[src/rtl/pipe_ctrl_unit.sv]
`default_nettype none
// ============================================================================
// Module : pipe_ctrl_unit
// Brief  : ID-stage opcode decode feeding the ID/EX, EX/MEM and MEM/WB
//          control registers, with stall/flush bubbles and halt-and-drain FSM.
// Rev    : 1.0  initial pipelined release
// ============================================================================
module pipe_ctrl_unit #(
    parameter int OPCODE_W     = 7,
    parameter int ENABLE_UPPER = 1,
    parameter int ILL_CNT_W    = 8
) (
    input  logic                 clk,
    input  logic                 rst_n,
    input  logic [OPCODE_W-1:0]  id_opcode,
    input  logic                 id_valid,
    input  logic                 stall,
    input  logic                 flush,
    output logic                 pc_write,
    output logic                 ifid_write,
    output logic                 ex_alu_src,
    output logic                 ex_branch,
    output logic                 ex_jal_sel,
    output logic [1:0]           ex_alu_op,
    output logic [1:0]           ex_upper,
    output logic                 mem_read,
    output logic                 mem_write,
    output logic                 wb_reg_write,
    output logic                 wb_mem_to_reg,
    output logic                 halted,
    output logic [ILL_CNT_W-1:0] ill_count
);

    localparam logic [OPCODE_W-1:0] c_OP_R     = OPCODE_W'(7'b0110011);
    localparam logic [OPCODE_W-1:0] c_OP_I     = OPCODE_W'(7'b0010011);
    localparam logic [OPCODE_W-1:0] c_OP_LW    = OPCODE_W'(7'b0000011);
    localparam logic [OPCODE_W-1:0] c_OP_SW    = OPCODE_W'(7'b0100011);
    localparam logic [OPCODE_W-1:0] c_OP_BR    = OPCODE_W'(7'b1100011);
    localparam logic [OPCODE_W-1:0] c_OP_JAL   = OPCODE_W'(7'b1101111);
    localparam logic [OPCODE_W-1:0] c_OP_JALR  = OPCODE_W'(7'b1100111);
    localparam logic [OPCODE_W-1:0] c_OP_HALT  = OPCODE_W'(7'b1111111);
    localparam logic [OPCODE_W-1:0] c_OP_LUI   = OPCODE_W'(7'b0110111);
    localparam logic [OPCODE_W-1:0] c_OP_AUIPC = OPCODE_W'(7'b0010111);

    localparam logic [1:0] c_ST_RUN    = 2'd0;
    localparam logic [1:0] c_ST_DRAIN  = 2'd1;
    localparam logic [1:0] c_ST_HALTED = 2'd2;

    localparam logic [1:0] c_DRAIN_LOAD = 2'd2;

    // ------------------------------------------------------------------
    // Decode
    // ------------------------------------------------------------------
    logic       w_upper_en;
    logic       w_dec_legal;
    logic       w_dec_halt;
    logic       w_dec_alu_src;
    logic       w_dec_branch;
    logic       w_dec_jal_sel;
    logic [1:0] w_dec_alu_op;
    logic [1:0] w_dec_upper;
    logic       w_dec_mem_read;
    logic       w_dec_mem_write;
    logic       w_dec_reg_write;
    logic       w_dec_mem_to_reg;

    generate
        if (ENABLE_UPPER != 0) begin : g_upper_on
            assign w_upper_en = 1'b1;
        end else begin : g_upper_off
            assign w_upper_en = 1'b0;
        end
    endgenerate

    always_comb begin
        w_dec_legal      = 1'b0;
        w_dec_halt       = 1'b0;
        w_dec_alu_src    = 1'b0;
        w_dec_branch     = 1'b0;
        w_dec_jal_sel    = 1'b0;
        w_dec_alu_op     = 2'b00;
        w_dec_upper      = 2'b00;
        w_dec_mem_read   = 1'b0;
        w_dec_mem_write  = 1'b0;
        w_dec_reg_write  = 1'b0;
        w_dec_mem_to_reg = 1'b0;
        case (id_opcode)
            c_OP_R: begin
                w_dec_legal     = 1'b1;
                w_dec_alu_op    = 2'b10;
                w_dec_reg_write = 1'b1;
            end
            c_OP_I: begin
                w_dec_legal     = 1'b1;
                w_dec_alu_src   = 1'b1;
                w_dec_alu_op    = 2'b10;
                w_dec_reg_write = 1'b1;
            end
            c_OP_LW: begin
                w_dec_legal      = 1'b1;
                w_dec_alu_src    = 1'b1;
                w_dec_mem_read   = 1'b1;
                w_dec_reg_write  = 1'b1;
                w_dec_mem_to_reg = 1'b1;
            end
            c_OP_SW: begin
                w_dec_legal     = 1'b1;
                w_dec_alu_src   = 1'b1;
                w_dec_mem_write = 1'b1;
            end
            c_OP_BR: begin
                w_dec_legal  = 1'b1;
                w_dec_alu_op = 2'b01;
                w_dec_branch = 1'b1;
            end
            c_OP_JAL: begin
                w_dec_legal     = 1'b1;
                w_dec_branch    = 1'b1;
                w_dec_jal_sel   = 1'b1;
                w_dec_reg_write = 1'b1;
            end
            c_OP_JALR: begin
                w_dec_legal     = 1'b1;
                w_dec_jal_sel   = 1'b1;
                w_dec_reg_write = 1'b1;
            end
            c_OP_HALT: begin
                w_dec_legal = 1'b1;
                w_dec_halt  = 1'b1;
            end
            c_OP_LUI: begin
                if (w_upper_en) begin
                    w_dec_legal     = 1'b1;
                    w_dec_alu_src   = 1'b1;
                    w_dec_upper     = 2'b01;
                    w_dec_reg_write = 1'b1;
                end
            end
            c_OP_AUIPC: begin
                if (w_upper_en) begin
                    w_dec_legal     = 1'b1;
                    w_dec_alu_src   = 1'b1;
                    w_dec_upper     = 2'b10;
                    w_dec_reg_write = 1'b1;
                end
            end
            default: begin
                w_dec_legal = 1'b0;
            end
        endcase
    end

    // ------------------------------------------------------------------
    // Halt FSM
    // ------------------------------------------------------------------
    logic [1:0] r_state;
    logic [1:0] w_state_nxt;
    logic [1:0] r_drain_cnt;
    logic [1:0] w_drain_nxt;
    logic       w_run;
    logic       w_take_halt;
    logic       w_any_valid;
    logic       r_ex_valid;
    logic       r_mem_valid;
    logic       r_wb_valid;

    assign w_run       = (r_state == c_ST_RUN);
    assign w_take_halt = w_run & id_valid & w_dec_halt & ~stall & ~flush;
    assign w_any_valid = r_ex_valid | r_mem_valid | r_wb_valid;

    always_comb begin
        w_state_nxt = r_state;
        w_drain_nxt = r_drain_cnt;
        case (r_state)
            c_ST_RUN: begin
                if (w_take_halt) begin
                    w_state_nxt = c_ST_DRAIN;
                    w_drain_nxt = c_DRAIN_LOAD;
                end
            end
            c_ST_DRAIN: begin
                // The counter covers the two older instructions still in flight.
                if (r_drain_cnt != 2'd0) begin
                    w_drain_nxt = r_drain_cnt - 2'd1;
                end else if (!w_any_valid) begin
                    w_state_nxt = c_ST_HALTED;
                end
            end
            c_ST_HALTED: begin
                w_state_nxt = c_ST_HALTED;
            end
            default: begin
                w_state_nxt = c_ST_RUN;
            end
        endcase
    end

    always_ff @(posedge clk or negedge rst_n) begin
        if (!rst_n) begin
            r_state     <= c_ST_RUN;
            r_drain_cnt <= 2'd0;
        end else begin
            r_state     <= w_state_nxt;
            r_drain_cnt <= w_drain_nxt;
        end
    end

    // ------------------------------------------------------------------
    // Stage registers
    // ------------------------------------------------------------------
    logic       w_idex_load;
    logic       r_ex_alu_src;
    logic       r_ex_branch;
    logic       r_ex_jal_sel;
    logic [1:0] r_ex_alu_op;
    logic [1:0] r_ex_upper;
    logic       r_ex_mem_read;
    logic       r_ex_mem_write;
    logic       r_ex_reg_write;
    logic       r_ex_mem_to_reg;
    logic       r_mem_read;
    logic       r_mem_write;
    logic       r_mem_reg_write;
    logic       r_mem_mem_to_reg;
    logic       r_wb_reg_write;
    logic       r_wb_mem_to_reg;

    // Anything other than a legal non-HALT opcode in RUN with no hazard is a bubble.
    assign w_idex_load = w_run & id_valid & ~stall & ~flush & w_dec_legal & ~w_dec_halt;

    always_ff @(posedge clk or negedge rst_n) begin
        if (!rst_n) begin
            r_ex_valid      <= 1'b0;
            r_ex_alu_src    <= 1'b0;
            r_ex_branch     <= 1'b0;
            r_ex_jal_sel    <= 1'b0;
            r_ex_alu_op     <= 2'b00;
            r_ex_upper      <= 2'b00;
            r_ex_mem_read   <= 1'b0;
            r_ex_mem_write  <= 1'b0;
            r_ex_reg_write  <= 1'b0;
            r_ex_mem_to_reg <= 1'b0;
        end else if (w_idex_load) begin
            r_ex_valid      <= 1'b1;
            r_ex_alu_src    <= w_dec_alu_src;
            r_ex_branch     <= w_dec_branch;
            r_ex_jal_sel    <= w_dec_jal_sel;
            r_ex_alu_op     <= w_dec_alu_op;
            r_ex_upper      <= w_dec_upper;
            r_ex_mem_read   <= w_dec_mem_read;
            r_ex_mem_write  <= w_dec_mem_write;
            r_ex_reg_write  <= w_dec_reg_write;
            r_ex_mem_to_reg <= w_dec_mem_to_reg;
        end else begin
            r_ex_valid      <= 1'b0;
            r_ex_alu_src    <= 1'b0;
            r_ex_branch     <= 1'b0;
            r_ex_jal_sel    <= 1'b0;
            r_ex_alu_op     <= 2'b00;
            r_ex_upper      <= 2'b00;
            r_ex_mem_read   <= 1'b0;
            r_ex_mem_write  <= 1'b0;
            r_ex_reg_write  <= 1'b0;
            r_ex_mem_to_reg <= 1'b0;
        end
    end

    always_ff @(posedge clk or negedge rst_n) begin
        if (!rst_n) begin
            r_mem_valid      <= 1'b0;
            r_mem_read       <= 1'b0;
            r_mem_write      <= 1'b0;
            r_mem_reg_write  <= 1'b0;
            r_mem_mem_to_reg <= 1'b0;
            r_wb_valid       <= 1'b0;
            r_wb_reg_write   <= 1'b0;
            r_wb_mem_to_reg  <= 1'b0;
        end else begin
            r_mem_valid      <= r_ex_valid;
            r_mem_read       <= r_ex_mem_read;
            r_mem_write      <= r_ex_mem_write;
            r_mem_reg_write  <= r_ex_reg_write;
            r_mem_mem_to_reg <= r_ex_mem_to_reg;
            r_wb_valid       <= r_mem_valid;
            r_wb_reg_write   <= r_mem_reg_write;
            r_wb_mem_to_reg  <= r_mem_mem_to_reg;
        end
    end

    // ------------------------------------------------------------------
    // Illegal-opcode counter
    // ------------------------------------------------------------------
    logic [ILL_CNT_W-1:0] r_ill_count;
    logic                 w_ill_inc;

    assign w_ill_inc = w_run & id_valid & ~stall & ~flush & ~w_dec_legal &
                       (r_ill_count != {ILL_CNT_W{1'b1}});

    always_ff @(posedge clk or negedge rst_n) begin
        if (!rst_n) begin
            r_ill_count <= '0;
        end else if (w_ill_inc) begin
            r_ill_count <= r_ill_count + ILL_CNT_W'(1);
        end
    end

    // ------------------------------------------------------------------
    // Outputs
    // ------------------------------------------------------------------
    logic w_out_en;
    logic w_ex_en;
    logic w_mem_en;
    logic w_wb_en;

    assign w_out_en = (r_state != c_ST_HALTED);
    assign w_ex_en  = w_out_en & r_ex_valid;
    assign w_mem_en = w_out_en & r_mem_valid;
    assign w_wb_en  = w_out_en & r_wb_valid;

    assign pc_write      = w_run & ~stall;
    assign ifid_write    = w_run & ~stall;
    assign ex_alu_src    = w_ex_en & r_ex_alu_src;
    assign ex_branch     = w_ex_en & r_ex_branch;
    assign ex_jal_sel    = w_ex_en & r_ex_jal_sel;
    assign ex_alu_op     = {2{w_ex_en}} & r_ex_alu_op;
    assign ex_upper      = {2{w_ex_en}} & r_ex_upper;
    assign mem_read      = w_mem_en & r_mem_read;
    assign mem_write     = w_mem_en & r_mem_write;
    assign wb_reg_write  = w_wb_en & r_wb_reg_write;
    assign wb_mem_to_reg = w_wb_en & r_wb_mem_to_reg;
    assign halted        = (r_state == c_ST_HALTED);
    assign ill_count     = r_ill_count;

endmodule

`default_nettype wire

[config.mk]
export PLATFORM = sky130hd
export DESIGN_NAME = pipe_ctrl_unit
export DESIGN_NICKNAME = d
export VERILOG_FILES = /design/src/rtl/pipe_ctrl_unit.sv
export SDC_FILE = /design/constraint.sdc
export NUM_CORES = 1
export LEC_CHECK = 0
export CORE_MARGIN = 2
export CORE_UTILIZATION = 49
export CTS_CLUSTER_DIAMETER = 50
export CTS_CLUSTER_SIZE = 40
export DETAILED_ROUTE_END_ITERATION = 12
export PLACE_DENSITY = 0.84
export SLEW_MARGIN = 20
export SYNTH_ARGS = -nofsm -noshare
export SYNTH_HDL_FRONTEND = slang
export SYNTH_SLANG_ARGS = --single-unit
export TNS_END_PERCENT = 100
[constraint.sdc]
create_clock -name clk -period 2.4 [get_ports clk]
set_clock_uncertainty 0.1 [all_clocks]
set_input_delay 0.24 -clock clk [delete_from_list [all_inputs] [get_ports clk]]
set_output_delay 0.24 -clock clk [all_outputs]
set_load 0.02 [all_outputs]
* Word-level counts from Yosys, hierarchy flattened
Cells that the tools add are included.
** Storage, ports and cells
- Flip-flop bits (word level) :: 30
- Input port bits :: 12
- Output and inout port bits :: 22
- Logic and storage cells :: 105
** Cells by class
- $add $sub $neg :: 2
- Equality and inequality tests :: 18
- Multiplexer cells :: 26
- Bitwise logic cells :: 29
- Reductions and logical operators :: 11
** Operator list (count)
- $eq A7 B7 Y1 const B :: 4
- $and A1 B1 Y1 :: 21
- $eq A7 B6 Y1 const B :: 3
- $mux W1 :: 15
- $eq A7 B5 Y1 const B :: 2
- $mux W2 :: 7
- $pmux W2 S2 :: 3
- $reduce_or A10 Y1 :: 1
- $add A8 B1 Y8 const B :: 1
- $ne A2 B2 Y1 const B :: 4
- $ne A8 B8 Y1 const B :: 1
- $eq A7 B2 Y1 const B :: 1
- $reduce_or A7 Y1 :: 1
- $pmux W2 S3 :: 1
- $reduce_and A3 Y1 :: 2
- $reduce_or A2 Y1 :: 3
- $reduce_or A5 Y1 :: 1
- $and A2 B2 Y2 :: 2
- $not A1 Y1 :: 4
- $reduce_bool A2 Y1 :: 2
- $eq A2 B1 Y1 const B :: 1
- $eq A2 B2 Y1 const B :: 1
- $logic_not A2 Y1 :: 1
- $ne A2 B1 Y1 const B :: 1
- 2 further kinds :: 3

* Depth between registers and ports, before layout
Gate-level depths: netlist of the first run.
- Depth in word-level cells :: 7
- Mapped depth :: 7
- Mapped depth without buffers :: 7

* Least setup slack after synthesis of the first run
No wires, ideal clock.
- Path kind :: register to register
- Start :: register r_state[0]
- End :: register r_state[0]
- Library setup time :: 0.125 ns
- Data arrival time :: 1.814 ns
- Required time :: 2.175 ns
- Slack :: 0.361 ns
- Cell stages (with the launch flop) :: 8
- Buffers on the path :: 0
- Cells stage by stage :: dfrtp_1 -> inv_1 -> ha_1 -> nand4bb_4 -> or4_4 -> nand2_2 -> nand2_2 -> mux2_4
** Between the ends
- Cells in the longest elaborated chain, start to end :: 7
- Elaborated cells between the ends (all ways) :: 12
** RTL lines
- start: declaration :: RTL line 156 : logic [1:0] r_state;
- start signal: assignment :: RTL line 200 : r_state <= c_ST_RUN;
- start signal: assignment :: RTL line 203 : r_state <= w_state_nxt;
- $logic_not A2 Y1 :: RTL line 167, 174
- $and A1 B1 Y1 (4 in series) :: RTL line 168 : assign w_take_halt = w_run & id_valid & w_dec_halt & ~stall & ~flush;
- $ne A2 B1 Y1 (no source line)
- $reduce_and A3 Y1 (no source line)
Several ways; a longest one is shown, not always the timed one.
A chain may end at the register's enable or synchronous reset.

* Final worst setup path of the first run
- Start :: register r_state[0]
- End :: output wb_mem_to_reg
** Between the ends
- Cells in the longest elaborated chain, start to end :: 3
** RTL lines
- $ne A2 B2 Y1 :: RTL line 315 : assign w_out_en = (r_state != c_ST_HALTED);
- $and A1 B1 Y1 :: RTL line 318 : assign w_wb_en = w_out_en & r_wb_valid;
- $and A1 B1 Y1 :: RTL line 330 : assign wb_mem_to_reg = w_wb_en & r_wb_mem_to_reg;
- end: declaration :: RTL line 29 : output logic wb_mem_to_reg,
Every way passes these cells.

==> flow_metrics.env, run 1 <==
export IMPL_hold_path_class="primary input to asynchronous set/reset pin"
export IMPL_hold_violations=0
export IMPL_synth_area_leaders="dfrtp_1 (51%), ha_1 (5.1%), and2_1 (3.4%)"
export IMPL_fin_crit_ps=2270
export IMPL_synth_simple_area_share=0.251
export IMPL_place_ws_ps=145
export IMPL_nets=196
export IMPL_io_pins=34
export IMPL_synthAdderAreaFrac=0.0505
export IMPL_crit_type="flip-flop to primary output"
export IMPL_syn_nets=154
export IMPL_start_kind="flip-flop"
export IMPL_drt_iter0_drc=46
export IMPL_layout_setup_ws_ps=132
export IMPL_crit_arrival_ps=1930
export IMPL_place_gp_congestion=0.854
export IMPL_core_area_sq_um=2830
export IMPL_synth_compound_area_frac=0.0901
export IMPL_grt_overflow=0
export IMPL_vias_per_cell=5.44
export IMPL_cts_sinks=30
export IMPL_die_y_um=59.1
export IMPL_synthDominantCellAreaShare=0.505
export IMPL_post_place_cells=202
export IMPL_drv_slew=0
export IMPL_ys_flop_type="dfrtp_1"
export IMPL_fin_util=0.697
export IMPL_setup_worst_path_end_class="primary output"
export IMPL_synth_enable_flop_cells=0
export IMPL_clk_latency_ps=330
export IMPL_clkSlewWorstSetupHoldPaths_ps=100
export IMPL_nFillCells=213
export IMPL_drc=0
export IMPL_status="complete, no violations"
export IMPL_yosys_register_bits=30
export IMPL_synth_area_mux_share=0.0278
export IMPL_slew_headroom=0.726
export IMPL_h_tree_depth=2
export IMPL_cp_max_fo=6
export IMPL_grt_max_degree=31
export IMPL_async_reset_ff_frac=1.00
export IMPL_post_route_period_util=0.945
export IMPL_ys_warn_count=0
export IMPL_setup_viol=0
export IMPL_dieArea_sq_um=3490
export IMPL_track_usage=0.186
export IMPL_die_w_um=59.1
export IMPL_wl_mm=2.98
export IMPL_drt_pass1_iterations=4
export IMPL_first_global_vias=1091
export IMPL_fmax_mhz=441
export IMPL_grt_pass1_wl_mm=4.81
export IMPL_stdcell_count=210
export IMPL_crit_required_ps=2060
export IMPL_seqCellArea_sq_um=751
export IMPL_largest_register_ffs=8
export IMPL_drv_cap=0
export IMPL_vias=1142
export IMPL_cts_tree="done"
export IMPL_num_rows=19
export IMPL_yosys_area_top_type="dfrtp_1"
export IMPL_multiInputGateArea_sq_um=683
export IMPL_power_total_mw=1.66
export IMPL_post_cts_buffers=0
export IMPL_synth_top_family_by_area="simple AND/OR/NAND/NOR gates"
export IMPL_port_buffers=33
export IMPL_avgSynthCellArea_sq_um=10.9
export IMPL_synthesis_instances=136
export IMPL_antenna_cells=0
export IMPL_p_leak_nw=1.06
export IMPL_cts_buffers=5
export IMPL_synth_seq_area_share=0.505
export IMPL_drive_gt1_frac=0.140
export IMPL_synth_xor_area_frac=0.0354
export IMPL_post_dp_hpwl_mm=2.12
export IMPL_ys_types=38
export IMPL_wl_per_cell_um=14.2
export IMPL_cts_root_buf="clkbuf_4"
export IMPL_setup_tns_ps=0
export IMPL_power_density_nw_per_um2=844
export IMPL_tightest_slew_ps=410
export IMPL_start_util=0.525
export IMPL_antenna_found_initial=0
export IMPL_cts_buffer_depth=2
export IMPL_area_growth_pct=32.6
export IMPL_ant_nets=0
export IMPL_syn_area_sq_um=1490
export IMPL_ir_drop_uv=565
synthesized netlist by cell type (2+ instances only):
cell type,number
nand2_2,3
nand4_1,2
nand2_1,8
dfrtp_1,30
ha_1,6
xor2_1,5
nand3_1,4
and3b_1,4
nor2_1,10
and2b_1,2
mux2_4,2
o22ai_1,2
inv_1,8
and2_1,8
buf_6,2
nor2b_1,4
nand2b_1,2
o21ai_0,6
nor4_1,4
a21oi_1,3
nor3_1,4
power by group:
group / total [mW] / internal, mW / leakage (nW) / switching [mW]
sequential: 0.637 / 0.569 / 0.402 / 0.0681
combinational: 0.630 / 0.311 / 0.611 / 0.319
clock: 0.397 / 0.216 / 0.0450 / 0.181
total: 1.66 / 1.10 / 1.06 / 0.568
per-layer routing:
metal,global-route usage,vias up,part of all wire
met1,0.233,549,0.42
met5,0,-,0
met3,0.0393,9,0.038
li1,-,558,-
met4,0.0779,0,0.016
met2,0.311,26,0.53
final cells by class:
cell class / count / area share
clock inverters: 3 / 0.0203
repair buffers: 38 / 0.198
multi-input cells: 95 / 0.347
clock buffers: 5 / 0.0190
flip-flops and latches: 30 / 0.381
inverters: 8 / 0.0152
well taps: 31 / 0.0197
cell usage in the layout, fill, tap and decap left out, drive strengths merged, types with 2 or more instances in the layout:
cell,count
nor3,4
and2,8
nand2b,2
ha,6
nor2,10
nor2b,4
nor4,4
xor2,5
nand3,5
and2b,2
inv,8
dlymetal6s2s,9
o21ai,6
clkdlybuf4s50,24
clkinv,2
clkbuf,5
nand4,2
and3b,4
buf,5
o22ai,2
dfrtp,30
mux2,3
nand2,11
a21oi,3
timing repair:
action                                 4_1_cts  5_1_grt
setup endpoints to repair                    7        9
resized for setup                            2        9
endpoints found under the hold margin        0        0
gates cloned                                 0        0
pin swaps                                    0        0
hold buffers                                 0        0
logic make-up after synthesis:
family	Yosys count
DFF	30
and+or+nand+nor	61
muxes	3
adders and majority gates	6
AOI/OAI and AO/OA	19
buffers and inverters	11
xor gates and xnor gates	6
final timing paths:
| kind | from | end | slack [ps] | depth (start not counted) |
|---|---|---|---|---|
| worst max-delay path | r_state[0]$_DFFE_PN0P_ | wb_mem_to_reg | 130 | 4 |
| worst min-delay path | rst_n | r_ex_reg_write$_DFF_PN0_ | 190 | 2 |
| worst max register to register | r_state[0]$_DFFE_PN0P_ | r_state[1]$_DFFE_PN0P_ | 290 | 7 |
| worst min register to register | r_ex_mem_write$_DFF_PN0_ | r_mem_write$_DFF_PN0_ | 260 | 0 |
| max in group asynchronous | rst_n | r_ex_upper[0]$_DFF_PN0_ | 1730 | 2 |
| min in group clk | r_ex_mem_write$_DFF_PN0_ | r_mem_write$_DFF_PN0_ | 260 | 0 |
critical path: stages, from the launching register on:
cell             delay (ps)
dfrtp_1                 390
inv_1                    90
ha_1                    280
and3b_1                 240
clkdlybuf4s50_1         600
stage by stage:
step	hold slack [ps]	cell area, sq um
after CTS	194	1950
after global routing	211	1970
after detailed placement	235	1860
final	186	1970
after floorplan	-156	1490
after global placement	233	1860
(Power assumes the default switching activity.)
==> inputs of run 2 (changes only) <==
- HOLD_SLACK_MARGIN: default -> 0.02
==> results of run 2 <==
Same layout as run 1: the final DEF is identical, and so are final timing and power.
==> inputs of run 3 (changes only) <==
- CORE_UTILIZATION: 49 -> 45
- PLACE_DENSITY: 0.84 -> 0.79
==> flow_metrics.env, run 3 (same netlist as run 1, synthesis figures left out) <==
export IMPL_hold_violations=0
export IMPL_fin_area_sq_um=1950
export IMPL_crit_arrival_ps=1930
export IMPL_setup_tns_ps=0
export IMPL_power_total_mw=1.58
export IMPL_nFillCells=287
export IMPL_cts_buffers=5
export IMPL_crit_required_ps=2060
export IMPL_ant_nets=0
export IMPL_drt_iter0_drc=45
export IMPL_fin_crit_ps=2270
export IMPL_dpl_cell_area_sq_um=1880
export IMPL_setup_worst_path_end_class="primary output"
export IMPL_grt_pass1_wl_mm=4.92
export IMPL_critPathMaxStageDelay_ps=600
export IMPL_slew_headroom=0.741
export IMPL_core_area_sq_um=3100
export IMPL_antenna_found_initial=0
export IMPL_post_route_period_util=0.944
export IMPL_largest_register_ffs=8
export IMPL_drv_slew=0
export IMPL_start_kind="flip-flop"
export IMPL_crit_family="buffers and inverters"
export IMPL_io_pins=34
export IMPL_wl_per_cell_um=13.2
export IMPL_wl_mm=2.94
export IMPL_post_dp_hpwl_mm=2.18
export IMPL_crit_cells=4
export IMPL_r2r_cells=7
export IMPL_nets=196
export IMPL_ir_drop_uv=488
export IMPL_grt_overflow=0
export IMPL_p_leak_nw=0.982
export IMPL_post_cts_buffers=0
export IMPL_tightest_slew_ps=389
export IMPL_drv_cap=0
export IMPL_fin_util=0.630
export IMPL_final_common_cell="dfrtp_1"
export IMPL_h_tree_depth=2
export IMPL_start_util=0.479
export IMPL_die_w_um=61.5
export IMPL_clkSlewWorstSetupHoldPaths_ps=100
export IMPL_clk_latency_ps=340
export IMPL_crit_path_top_delay_cell="clkdlybuf4s50_1"
export IMPL_port_buffers=33
export IMPL_cts_tree="done"
export IMPL_path_cells="inv_1 -> ha_1 -> and3b_1 -> clkdlybuf4s50_1"
export IMPL_grt_max_degree=31
export IMPL_track_usage=0.181
export IMPL_dieArea_sq_um=3780
export IMPL_cts_root_buf="clkbuf_4"
export IMPL_place_gp_congestion=0.794
export IMPL_power_density_nw_per_um2=810
export IMPL_num_rows=20
export IMPL_status="complete, no violations"
export IMPL_setup_viol=0
export IMPL_first_global_vias=1154
export IMPL_drc=0
export IMPL_antenna_cells=0
export IMPL_rsz0062_at_grt="false"
export IMPL_hold_path_class="primary input to asynchronous set/reset pin"
export IMPL_drt_pass1_iterations=4
export IMPL_fmax_mhz=441
export IMPL_cp_max_fo=6
export IMPL_crit_type="flip-flop to primary output"
export IMPL_area_growth_pct=31.5
export IMPL_die_y_um=61.5
export IMPL_hold_slack_ps=174
export IMPL_vias=1145
export IMPL_vias_per_cell=5.13
export IMPL_final_cell_mix="dfrtp_1 (30), clkdlybuf4s50_1 (24), nor2_1 (10)"
export IMPL_cts_buffer_depth=2
export IMPL_drive_gt1_frac=0.140
export IMPL_cp_num_buf_inv=2
export IMPL_cts_sinks=30
run 3: cell count changes in the layout (fill, tap and decap cells not counted), sizes merged:
cell and delta:
dlymetal6s2s -5, clkinv -1, clkbuf +1, bufinv -1
dlygate4sd2 +5, clkinvlp +1
run 3: through the flow:
stage               instances  worst slack [ps]
floorplan                 136               361
global placement          215               191
detailed placement        215               127
CTS                       223              3.62
global route              223              26.5
finish                    223               133
run 3: layout make-up:
| type | count | area, sq um | share of cell area |
|---|---|---|---|
| clock buffer | 6 | 51.3 | 0.0262 |
| clock inverter | 2 | 12.5 | 0.00640 |
| inverter | 8 | 30.0 | 0.0154 |
| multi-input combinational | 95 | 683 | 0.350 |
| sequential | 30 | 751 | 0.384 |
| tap | 44 | 55.1 | 0.0282 |
| timing repair buffer | 38 | 372 | 0.190 |
run 3: repair_timing:
item | CTS | global route
hold buffers | 0 | 0
gates resized for setup | 7 | 4
setup endpoints to repair | 9 | 4
run 3: routing by layer:
| metal | wire [um] | vias up | track usage |
|---|---|---|---|
| li1 | - | 556 | - |
| met1 | 1300 | 548 | 0.211 |
| met2 | 1450 | 34 | 0.307 |
| met3 | 137 | 7 | 0.0462 |
| met4 | 46 | 0 | 0.0973 |
| met5 | 0 | - | 0 |
run 3: report_power, final:
part / total, mW / internal, mW / leakage, nW / switching, mW
clock: 0.321 / 0.141 / 0.0343 / 0.180
combinational: 0.622 / 0.304 / 0.546 / 0.318
sequential: 0.640 / 0.569 / 0.402 / 0.0704
run 3: final timing paths:
path,endpoint,from,slack (ps)
setup / recovery,mem_read,r_state[0]$_DFFE_PN0P_,130
hold reg to reg,r_mem_write$_DFF_PN0_,r_ex_mem_write$_DFF_PN0_,260
max in group asynchronous,r_ex_branch$_DFF_PN0_,rst_n,1750
hold / removal,r_ex_reg_write$_DFF_PN0_,rst_n,170
setup reg to reg,r_state[0]$_DFFE_PN0P_,r_state[0]$_DFFE_PN0P_,290
min in group clk,r_mem_write$_DFF_PN0_,r_ex_mem_write$_DFF_PN0_,260
